<file path="src/rtl/dma_channel_scheduler.sv">
// Round-robin front end for the single-engine DMA master: arbitrates channel requests,
// loads the engine, triggers it, and waits for completion with a hang watchdog.
module dma_channel_scheduler #(
    parameter int unsigned NUM_CH  = 4,
    parameter int unsigned TIMEOUT = 1023
) (
    input  logic                  clk,
    input  logic                  reset,
    input  logic [NUM_CH-1:0]     req,
    input  logic [32*NUM_CH-1:0]  ch_src,
    input  logic [32*NUM_CH-1:0]  ch_dst,
    input  logic [5*NUM_CH-1:0]   ch_len,
    output logic [NUM_CH-1:0]     grant,
    output logic [NUM_CH-1:0]     ch_done,
    output logic [NUM_CH-1:0]     ch_err,
    output logic                  dma_trigger,
    output logic [31:0]           dma_src,
    output logic [31:0]           dma_dst,
    output logic [4:0]            dma_len,
    input  logic                  dma_done,
    output logic                  busy,
    output logic                  hung
);

    localparam int unsigned IDX_W  = (NUM_CH > 1) ? $clog2(NUM_CH) : 1;
    localparam int unsigned WDOG_W = $clog2(TIMEOUT + 1);

    typedef enum logic [2:0] {
        S_IDLE,
        S_LOAD,
        S_TRIG,
        S_WAIT,
        S_DRAIN,
        S_HALT
    } state_t;

    state_t              state_q, state_d;
    logic [IDX_W-1:0]    ptr_q, ptr_d;
    logic [IDX_W-1:0]    sel_q, sel_d;
    logic [NUM_CH-1:0]   grant_q, grant_d;
    logic [NUM_CH-1:0]   done_q, done_d;
    logic [NUM_CH-1:0]   err_q, err_d;
    logic                trig_q, trig_d;
    logic [31:0]         src_q, src_d;
    logic [31:0]         dst_q, dst_d;
    logic [4:0]          len_q, len_d;
    logic                busy_q, busy_d;
    logic                hung_q, hung_d;
    logic [WDOG_W-1:0]   wdog_q, wdog_d;

    logic                found;
    logic [IDX_W-1:0]    win;
    logic [IDX_W-1:0]    cand;
    logic [IDX_W-1:0]    nxt_ptr;
    logic [4:0]          win_len;
    logic                len_ok;
    logic [WDOG_W-1:0]   wdog_inc;

    // Round-robin pick starting at ptr_q, plus the winner's length check.
    always_comb begin
        found = 1'b0;
        win   = '0;
        cand  = '0;
        for (int unsigned k = 0; k < NUM_CH; k++) begin
            cand = IDX_W'((32'(ptr_q) + k) % NUM_CH);
            if (!found && req[cand]) begin
                found = 1'b1;
                win   = cand;
            end
        end
        nxt_ptr = (win == IDX_W'(NUM_CH - 1)) ? '0 : win + IDX_W'(1);
        win_len = ch_len[5*32'(win) +: 5];
        len_ok  = (win_len[1:0] == 2'b00) && (win_len[4:2] != 3'b000);
    end

    assign wdog_inc = wdog_q + WDOG_W'(1);

    always_ff @(posedge clk) begin
        if (reset) begin
            state_q <= S_IDLE;
            ptr_q   <= '0;
            sel_q   <= '0;
            grant_q <= '0;
            done_q  <= '0;
            err_q   <= '0;
            trig_q  <= 1'b0;
            src_q   <= '0;
            dst_q   <= '0;
            len_q   <= '0;
            busy_q  <= 1'b0;
            hung_q  <= 1'b0;
            wdog_q  <= '0;
        end else begin
            state_q <= state_d;
            ptr_q   <= ptr_d;
            sel_q   <= sel_d;
            grant_q <= grant_d;
            done_q  <= done_d;
            err_q   <= err_d;
            trig_q  <= trig_d;
            src_q   <= src_d;
            dst_q   <= dst_d;
            len_q   <= len_d;
            busy_q  <= busy_d;
            hung_q  <= hung_d;
            wdog_q  <= wdog_d;
        end
    end

    always_comb begin
        state_d = state_q;
        ptr_d   = ptr_q;
        sel_d   = sel_q;
        grant_d = grant_q;
        done_d  = '0;
        err_d   = '0;
        trig_d  = 1'b0;
        src_d   = src_q;
        dst_d   = dst_q;
        len_d   = len_q;
        hung_d  = hung_q;
        wdog_d  = wdog_q;

        unique case (state_q)
            S_IDLE: begin
                if (found) begin
                    ptr_d = nxt_ptr;
                    if (len_ok) begin
                        // Engine buses and grant become valid on the arbitration edge.
                        state_d = S_LOAD;
                        sel_d   = win;
                        grant_d = NUM_CH'(1) << win;
                        src_d   = ch_src[32*32'(win) +: 32];
                        dst_d   = ch_dst[32*32'(win) +: 32];
                        len_d   = win_len;
                    end else begin
                        err_d[win] = 1'b1;
                    end
                end
            end
            S_LOAD: begin
                trig_d  = 1'b1;
                state_d = S_TRIG;
            end
            S_TRIG: begin
                wdog_d  = '0;
                state_d = S_WAIT;
            end
            S_WAIT: begin
                wdog_d = wdog_inc;
                // A done seen on the same edge as expiry still completes the transfer.
                if (dma_done) begin
                    done_d[sel_q] = 1'b1;
                    state_d       = S_DRAIN;
                end else if (wdog_inc == WDOG_W'(TIMEOUT)) begin
                    err_d[sel_q] = 1'b1;
                    hung_d       = 1'b1;
                    state_d      = S_HALT;
                end
            end
            S_DRAIN: begin
                if (!dma_done) begin
                    grant_d = '0;
                    state_d = S_IDLE;
                end
            end
            S_HALT: begin
                state_d = S_HALT;
            end
            default: begin
                state_d = S_IDLE;
            end
        endcase

        busy_d = (state_d != S_IDLE);
    end

    assign grant       = grant_q;
    assign ch_done     = done_q;
    assign ch_err      = err_q;
    assign dma_trigger = trig_q;
    assign dma_src     = src_q;
    assign dma_dst     = dst_q;
    assign dma_len     = len_q;
    assign busy        = busy_q;
    assign hung        = hung_q;

endmodule

</file>
<file path="config.mk">
export PLATFORM = sky130hd
export DESIGN_NAME = dma_channel_scheduler
export DESIGN_NICKNAME = d
export VERILOG_FILES = /design/src/rtl/dma_channel_scheduler.sv
export SDC_FILE = /design/constraint.sdc
export NUM_CORES = 1
export LEC_CHECK = 0
export CORE_AREA = 2 2 143 145
export CTS_BUF_LIST = sky130_fd_sc_hd__clkbuf_8
export CTS_CLUSTER_SIZE = 16
export DETAILED_ROUTE_END_ITERATION = 10
export DIE_AREA = 0 0 145 147
export PLACE_DENSITY = 0.77
export SLEW_MARGIN = 10
export SYNTH_ARGS = -nofsm -noshare
export SYNTH_HDL_FRONTEND = slang
export SYNTH_SLANG_ARGS = --single-unit
</file>
<file path="constraint.sdc">
create_clock -name clk -period 6.85 [get_ports clk]
set_input_delay 0.685 -clock clk [delete_from_list [all_inputs] [get_ports clk]]
set_output_delay 0.685 -clock clk [all_outputs]
set_load 0.05 [all_outputs]
</file>
==> impl_results.md, run 1 <==
* Status: complete, no violations
* Largest net degree at the start of global routing at between 80 and 90
* Synth area leader: dfxtp_1
* Dpl cells at between 1000 and 1500
* # IOs at approximately 370
* Synth cell count leaders: nand2_1 (281), dfxtp_1 (101), and3_1 (75)
* P_sw at between 0.0015 and 0.002 W
* Top cells by area, synth: dfxtp_1 (31%), nand2_1 (16%), a311o_1 (10%), o211ai_1 (7.6%), and3_1 (7.3%)
* CTS Root Cell: clkbuf_8
* Crit. End Element: flop
* Initial Utilization at 0.324
* Initial antenna violation count at 0
* CP Cell Sequence: clkdlybuf4s50_1, and2_4, and2_0, or3_2, inv_2, nand3_1, a222oi_1, buf_4, or2_2, buf_4, and3_1
* Max_cap viols at 0
* Reg-to-Reg Start: ptr_q[1]
* Cell row count at 52
* Drt first-iter violations at approximately 400
* CTS Buffer Depth at 2
* Final Hold Fails at 0
* Number of global-route vias before repair at ~7500
* Syn Nets at about 1200
* Filler cell count in the final layout at between 1500 and 2000
* Final Max Slew Viols at 0
* Post-detail-place hpwl at 17.7 mm
* Clock buffer count from CTS at 9
* Proportion of synthesized chip area in sequential cells at 0.315
* Critical Path RT at approximately 7 ns
* CTS clock-pin slew for the worst setup and hold paths at ~0.11 ns
* GR Util All Layers at 0.222
* Fin crit share at 0.679
* Power Internal at about 0.0017 W
* Crit path max-delay family: buffers and inverters
* Worst Skew at between 0.01 and 0.015 ns
* # resized after CTS at 0
* Fmax at about 210 MHz
* Post-Layout Cell Count at about 1500
* Vias/cell at between 5 and 6
* Ant. Diodes at 0
* Total wire length at between 20 and 25 mm
* Mapped Cells at about 910
* Setup TNS at 0 ns
* CP Buf/Inv Count at 4
* Layout cell share with drive strength beyond 1 at 0.0365
* GR Overflow Total at 0
* Sw Share at 0.522
* Die Span X at ~150 um
* Die ar. at approximately 21000 sq um
* Clk_lat worst skew at ~0.37 ns
* CP Class: in2reg
* Hold slack at 0.482 ns
* Power Density at around 350 nW/um^2
* First-pass GRT wire length at slightly below 40 mm
* Final setup fails at 0
* FF/Latch Area at approximately 2000 sq um
* Drt wl/cell at approximately 17 um
* Critical path's largest stage delay at between 0.6 and 0.7 ns
* Multi-input gate area at 3990 sq um
* Relative slew slack at 0.446
* Min cycle time layout at ~4.7 ns
* Syn Area/Cell at between 7 and 8 sq um
* DR vias at 7848
* First-pass DRT Iterations at 5
* CTS sink cnt at ~100
* Final ANT Viol Nets at 0
* Slowest CP cell: buf_4
* Hold buffers post-CTS at 0
* Flops & latches, synth at 101
* Drt drc at 0
* Comb power frac at 0.653
* Static leakage power at 3.92 nW
* GP Congestion at a little under 0.9
* Synth top area share at 0.315
* Number of synthesized flops with an enable pin at 0
* Count leader, synth: nand2_1
* HP Class: reg2reg
* Maximum VDD drop at 0.000150 V
* Register share of total power at 0.245
* Syn-to-layout area delta at 60.4%
* Setup Buffers After CTS at 0
* Synth async-reset ratio at 0
* Power share of the clock group at 0.101
* TritonCTS clock tree: built
* Die Ht at about 150 um
* Hold wc startpoint: hung
* Layout net count at roughly 1500
* Actual slew at the worst max-slew pin at between 0.8 and 0.9 ns
* Startpoint types: primary input
* Syn. warnings at 0
* Synth Flop Type: dfxtp_1
* Core area at about 20000 sq um
* CP Data Arrival Time at between 4 and 5 ns
* Post-synth cell types at 57
* Most frequent CP cell: buf_4
* Unrepaired setup endpoints after global routing: false
* Final core utilization at 0.519
* Htree depth at 3
* Setup crit start: req[0]
* Max FO, Critical Path at 70
* Mapped cell area at 6420 sq um
* Port buffer count at ~370
[worst paths after layout]
path / depth (start not counted) / end / slack (ns)
worst max-delay path: 11 / dma_len[0] / 2.20
worst min-delay path: 1 / hung / 0.48
worst max register to register: 10 / dma_len[0] / 2.54
worst min register to register: 1 / hung / 0.48
[metal layers]
metal | share of wire | track usage
met1 | 0.43 | 0.274
met3 | 0.072 | 0.0543
met4 | 0.027 | 0.0827
met2 | 0.47 | 0.378
met5 | 0 | 0
[worst register-to-register path, delay by kind of cell (launching register included)]
kind                   cells  cell delay [ns]
DFF                        1             0.47
muxes                      1             0.22
buffers and inverters      3             1.61
AOI/OAI and AO/OA          1             0.35
and+or+nand+nor            5             1.61
[area by class of cell]
type | instances | share of cell area
clock inverter | 7 | 0.00559
multi-input combinational | 706 | 0.388
tap | 270 | 0.0328
sequential | 101 | 0.196
timing repair buffer | 376 | 0.363
inverter | 7 | 0.00279
clock buffer | 9 | 0.0120
[sequential cells by signal (all words and copies together) (netlist names)]
name,cells
grant,4
dma_len,5
dma_src,32
ptr_q,2
dma_trigger,1
dma_dst,32
sel_q,2
wdog_q,10
busy,1
state_q,3
hung,1
ch_err,4
ch_done,4
[through the flow]
| step | worst slack [ns] | instance area (sq um) | power (W) |
|---|---|---|---|
| after CTS | 2.26 | 10300 | 0.00362 |
| after global placement | 1.92 | 10100 | 0.00322 |
| final | 2.20 | 10300 | 0.00360 |
| after detailed placement | 1.82 | 10100 | 0.00324 |
| after global routing | 1.92 | 10300 | 0.00383 |
| after floorplan | 4.07 | 6420 | 0.00247 |
[logic make-up after synthesis]
group,count (synthesis),share of synthesized area
AOI/OAI and AO/OA,247,0.284
DFF,101,0.315
muxes,3,0.00468
buffers and inverters,100,0.0645
xor gates and xnor gates,4,0.00546
adders and majority gates,6,0.0117
and+or+nand+nor,446,0.314
[cell usage in the layout (no fill, tap or decap), types with 3 or more instances in the layout]
cell type	count
clkbuf_8	9
nand3_1	25
nand2b_1	5
ha_1	6
inv_1	4
a21oi_1	10
o21ai_0	14
nor3b_1	4
dfxtp_1	101
nor2_1	19
nor2b_1	3
clkdlybuf4s50_1	365
nand2_1	280
or2_2	3
a311o_1	64
a31oi_1	4
buf_4	10
nor3_1	15
o21a_1	3
o21ai_1	64
and3_1	75
nand3b_1	4
o211ai_1	65
a22o_1	4
mux2i_1	3
[power by group through the flow]
stage	registers, W	logic, W	clock network (W)
after floorplan	0.00144	0.00104	0
after global placement	0.000887	0.00233	0
after detailed placement	0.000895	0.00234	0
after CTS	0.000883	0.00235	0.000380
after global routing	0.000906	0.00252	0.000401
final	0.000884	0.00235	0.000365
No activity file was read; power rests on OpenSTA's default activity.
==> inputs of run 2 (changes only) <==
--- a/config.mk
+++ b/config.mk
@@ -10,7 +10,7 @@
 export CTS_CLUSTER_SIZE = 16
 export DETAILED_ROUTE_END_ITERATION = 10
 export DIE_AREA = 0 0 145 147
-export PLACE_DENSITY = 0.77
+export PLACE_DENSITY = 0.8
 export SLEW_MARGIN = 10
 export SYNTH_ARGS = -nofsm -noshare
 export SYNTH_HDL_FRONTEND = slang
==> constraint.sdc (replaced) <==
create_clock -name clk -period 4.2 [get_ports clk]
set_input_delay 0.42 -clock clk [delete_from_list [all_inputs] [get_ports clk]]
set_output_delay 0.42 -clock clk [all_outputs]
set_load 0.05 [all_outputs]
==> run 2 against run 1 <==
First-iteration DRC count up 52%. Die area unchanged. Cell area up 1.4%. Hold slack worse by 0.0018 ns. Utilization up 0.72 points. Sequential share of layout area down 0.27 points. Critical endpoint is now dma_dst[28]. Flip-flop and latch count unchanged.
==> impl_results.md, run 2 (same netlist as run 1, synthesis figures left out) <==
* HP Class: reg2reg
* Crit path to: dma_dst[28]
* Layout cell share with drive strength beyond 1 at 0.0397 (+0.00319)
* CTS sink cnt at 101 (unchanged)
* GR Util All Layers at 0.231 (+0.00912)
* Power Density at 586 nW/um^2 (+68%)
* Initial Utilization at 0.324 (unchanged)
* Post-detail-place hpwl at 18.6 mm (+5.0%)
* Fin crit share at 0.825
* Crit. End Element: flop
* Drt first-iter violations at 618 (+52%)
* Drt drc at 0 (unchanged)
* Worst reg2reg endpoint: dma_dst[28]
* Power Internal at 0.00301 W (+75%)
* Port buffer count at 366 (unchanged)
* Pre-CTS WS at 0.364 ns (-1.45 ns)
* Status: complete, no violations
* Die Span X at 145 um (unchanged)
* First-pass DRT Iterations at 5 (unchanged)
* Final Max Slew Viols at 0 (unchanged)
* GP Congestion at 0.942 (+6.3%)
* Commonest non-fill, non-tap cell in the layout: clkdlybuf4s50_1
* Static leakage power at 3.99 nW (+1.9%)
* Register share of total power at 0.236 (-0.009)
* Die ar. at 21300 sq um (unchanged)
* Vias/cell at 5.32 (about the same)
* Largest net degree at the start of global routing at 132 (+59%)
* DR vias at 7869 (+0.27%)
* P_sw at 0.00311 W (+65%)
* Setup Buffers After CTS at 0 (unchanged)
* Hold buffers post-CTS at 0 (unchanged)
* Number of global-route vias before repair at 7522 (+0.63%)
* Unrepaired setup endpoints after global routing: false
* Dpl cells at 1464 (+0.27%)
* # resized after CTS at 0 (unchanged)
* CTS Root Cell: clkbuf_8
* TritonCTS clock tree: built
* Total wire length at 25.8 mm (+3.6%)
* First-pass GRT wire length at 40.4 mm (+4.1%)
* # IOs at 367 (unchanged)
* Startpoint types: primary input
* Syn-to-layout area delta at 62.6%
* Final core utilization at 0.526 (+0.00719)
* Final ANT Viol Nets at 0 (unchanged)
* CTS clock-pin slew for the worst setup and hold paths at 0.11 ns (about the same)
* CP Data Arrival Time at 3.77 ns (-1.21 ns)
* Cell row count at 52 (unchanged)
* GR Overflow Total at 0 (unchanged)
* Final setup fails at 0 (unchanged)
* Max FO, Critical Path at 71 (+1.4%)
* CP Class: in2reg
* Ant. Diodes at 0 (unchanged)
* Drt wl/cell at 17.5 um (+3.3%)
* Power share of the clock group at 0.119 (+0.018)
* Fmax at 289 MHz
* Worst Skew at 0.0179 ns (+0.00379 ns)
* Setup TNS at 0 ns (unchanged)
* Worst r2r path cells at 9 (-1)
* Initial antenna violation count at 0 (unchanged)
* Die Ht at 147 um (unchanged)
* Maximum VDD drop at 0.000309 V (+110%)
* Min cycle time layout at about 3.5 ns
* Critical Path RT at 4.50 ns (-2.67 ns)
* Sw Share at 0.507 (-0.0150)
* Reg-to-Reg Start: ptr_q[1]
* Clock buffer count from CTS at 9 (unchanged)
* Max_cap viols at 0 (unchanged)
* Comb power frac at 0.646 (-0.007)
* CTS Buffer Depth at 2 (unchanged)
* R2R Setup Slk at 0.84 ns (-1.70 ns)
* Final WS setup at 0.737 ns (-1.46 ns)
* Layout net count at 1494 (+0.27%)
* Relative slew slack at 0.266 (-0.180)
* Post-Layout Cell Count at 1480 (+0.27%)
* Htree depth at 3 (unchanged)
* Core area at 19800 sq um (unchanged)
* Hold wc startpoint: hung
* Setup crit start: req[0]
* Final Hold Fails at 0 (unchanged)
* Most frequent cells in the layout: clkdlybuf4s50_1 (365), nand2_1 (280), dfxtp_1 (101)
* Clk_lat worst skew at 0.38 ns (about the same)
* Actual slew at the worst max-slew pin at 1.09 ns (+0.262 ns)
run 2: changes by cell type in the layout (fill, tap and decap cells not counted):
cell / previous run / this run
buf_12: 0 / 5
buf_4: 10 / 9
bufinv_16: 0 / 2
clkbuf_8: 9 / 10
clkinvlp_4: 2 / 0
inv_6: 2 / 1
run 2: power by group through the flow:
stage	combinational, W	clock (W)	sequential [W]
after floorplan	0.00169	0	0.00235
after global placement	0.00391	0	0.00145
after detailed placement	0.00394	0	0.00146
after CTS	0.00396	0.000749	0.00144
after global routing	0.00420	0.000786	0.00148
final	0.00395	0.000726	0.00144
run 2: final cells by class:
type / instances / area (sq um)
Fill cell: 1900 / 9400
Clock buffer: 10 / 138
Tap cell: 270 / 338
Inverter: 7 / 28.8
Clock inverter: 6 / 93.8
Multi-Input combinational cell: 706 / 3990
Timing Repair Buffer: 380 / 3830
Sequential cell: 101 / 2020
run 2: worst min path at each step:
stage | to | depth (start not counted) | slack, ns
2_1_floorplan | wdog_q[8] | 1 | 0.46
3_3_place_gp | hung | 1 | 0.45
3_5_place_dp | hung | 1 | 0.46
4_1_cts | hung | 1 | 0.49
5_1_grt | dma_len[0] | 1 | 0.51
6_report | hung | 1 | 0.48
run 2: metal layers:
metal	up-vias	wire length, um	global-route usage
met5	-	0	0
met1	3643	11200	0.299
li1	3864	-	-
met3	41	1650	0.0438
met4	0	625	0.0792
met2	321	12300	0.388
run 2: per-stage QoR:
stage | instance area (sq um) | hold WS [ns] | total power (W)
after detailed placement | 10200 | 0.459 | 0.00540
after CTS | 10400 | 0.485 | 0.00614
after floorplan | 6420 | 0.464 | 0.00403
final | 10400 | 0.481 | 0.00612
after global placement | 10200 | 0.448 | 0.00536
after global routing | 10400 | 0.509 | 0.00647
run 2: critical path, stage by stage:
cell	delay, ns
clkdlybuf4s50_1	0.53
and2_4	0.17
and2_0	0.11
or3_2	0.12
buf_4	0.63
nand3_1	0.19
a222oi_1	0.76
buf_4	0.54
o211ai_1	0.16
o21ai_1	0.10
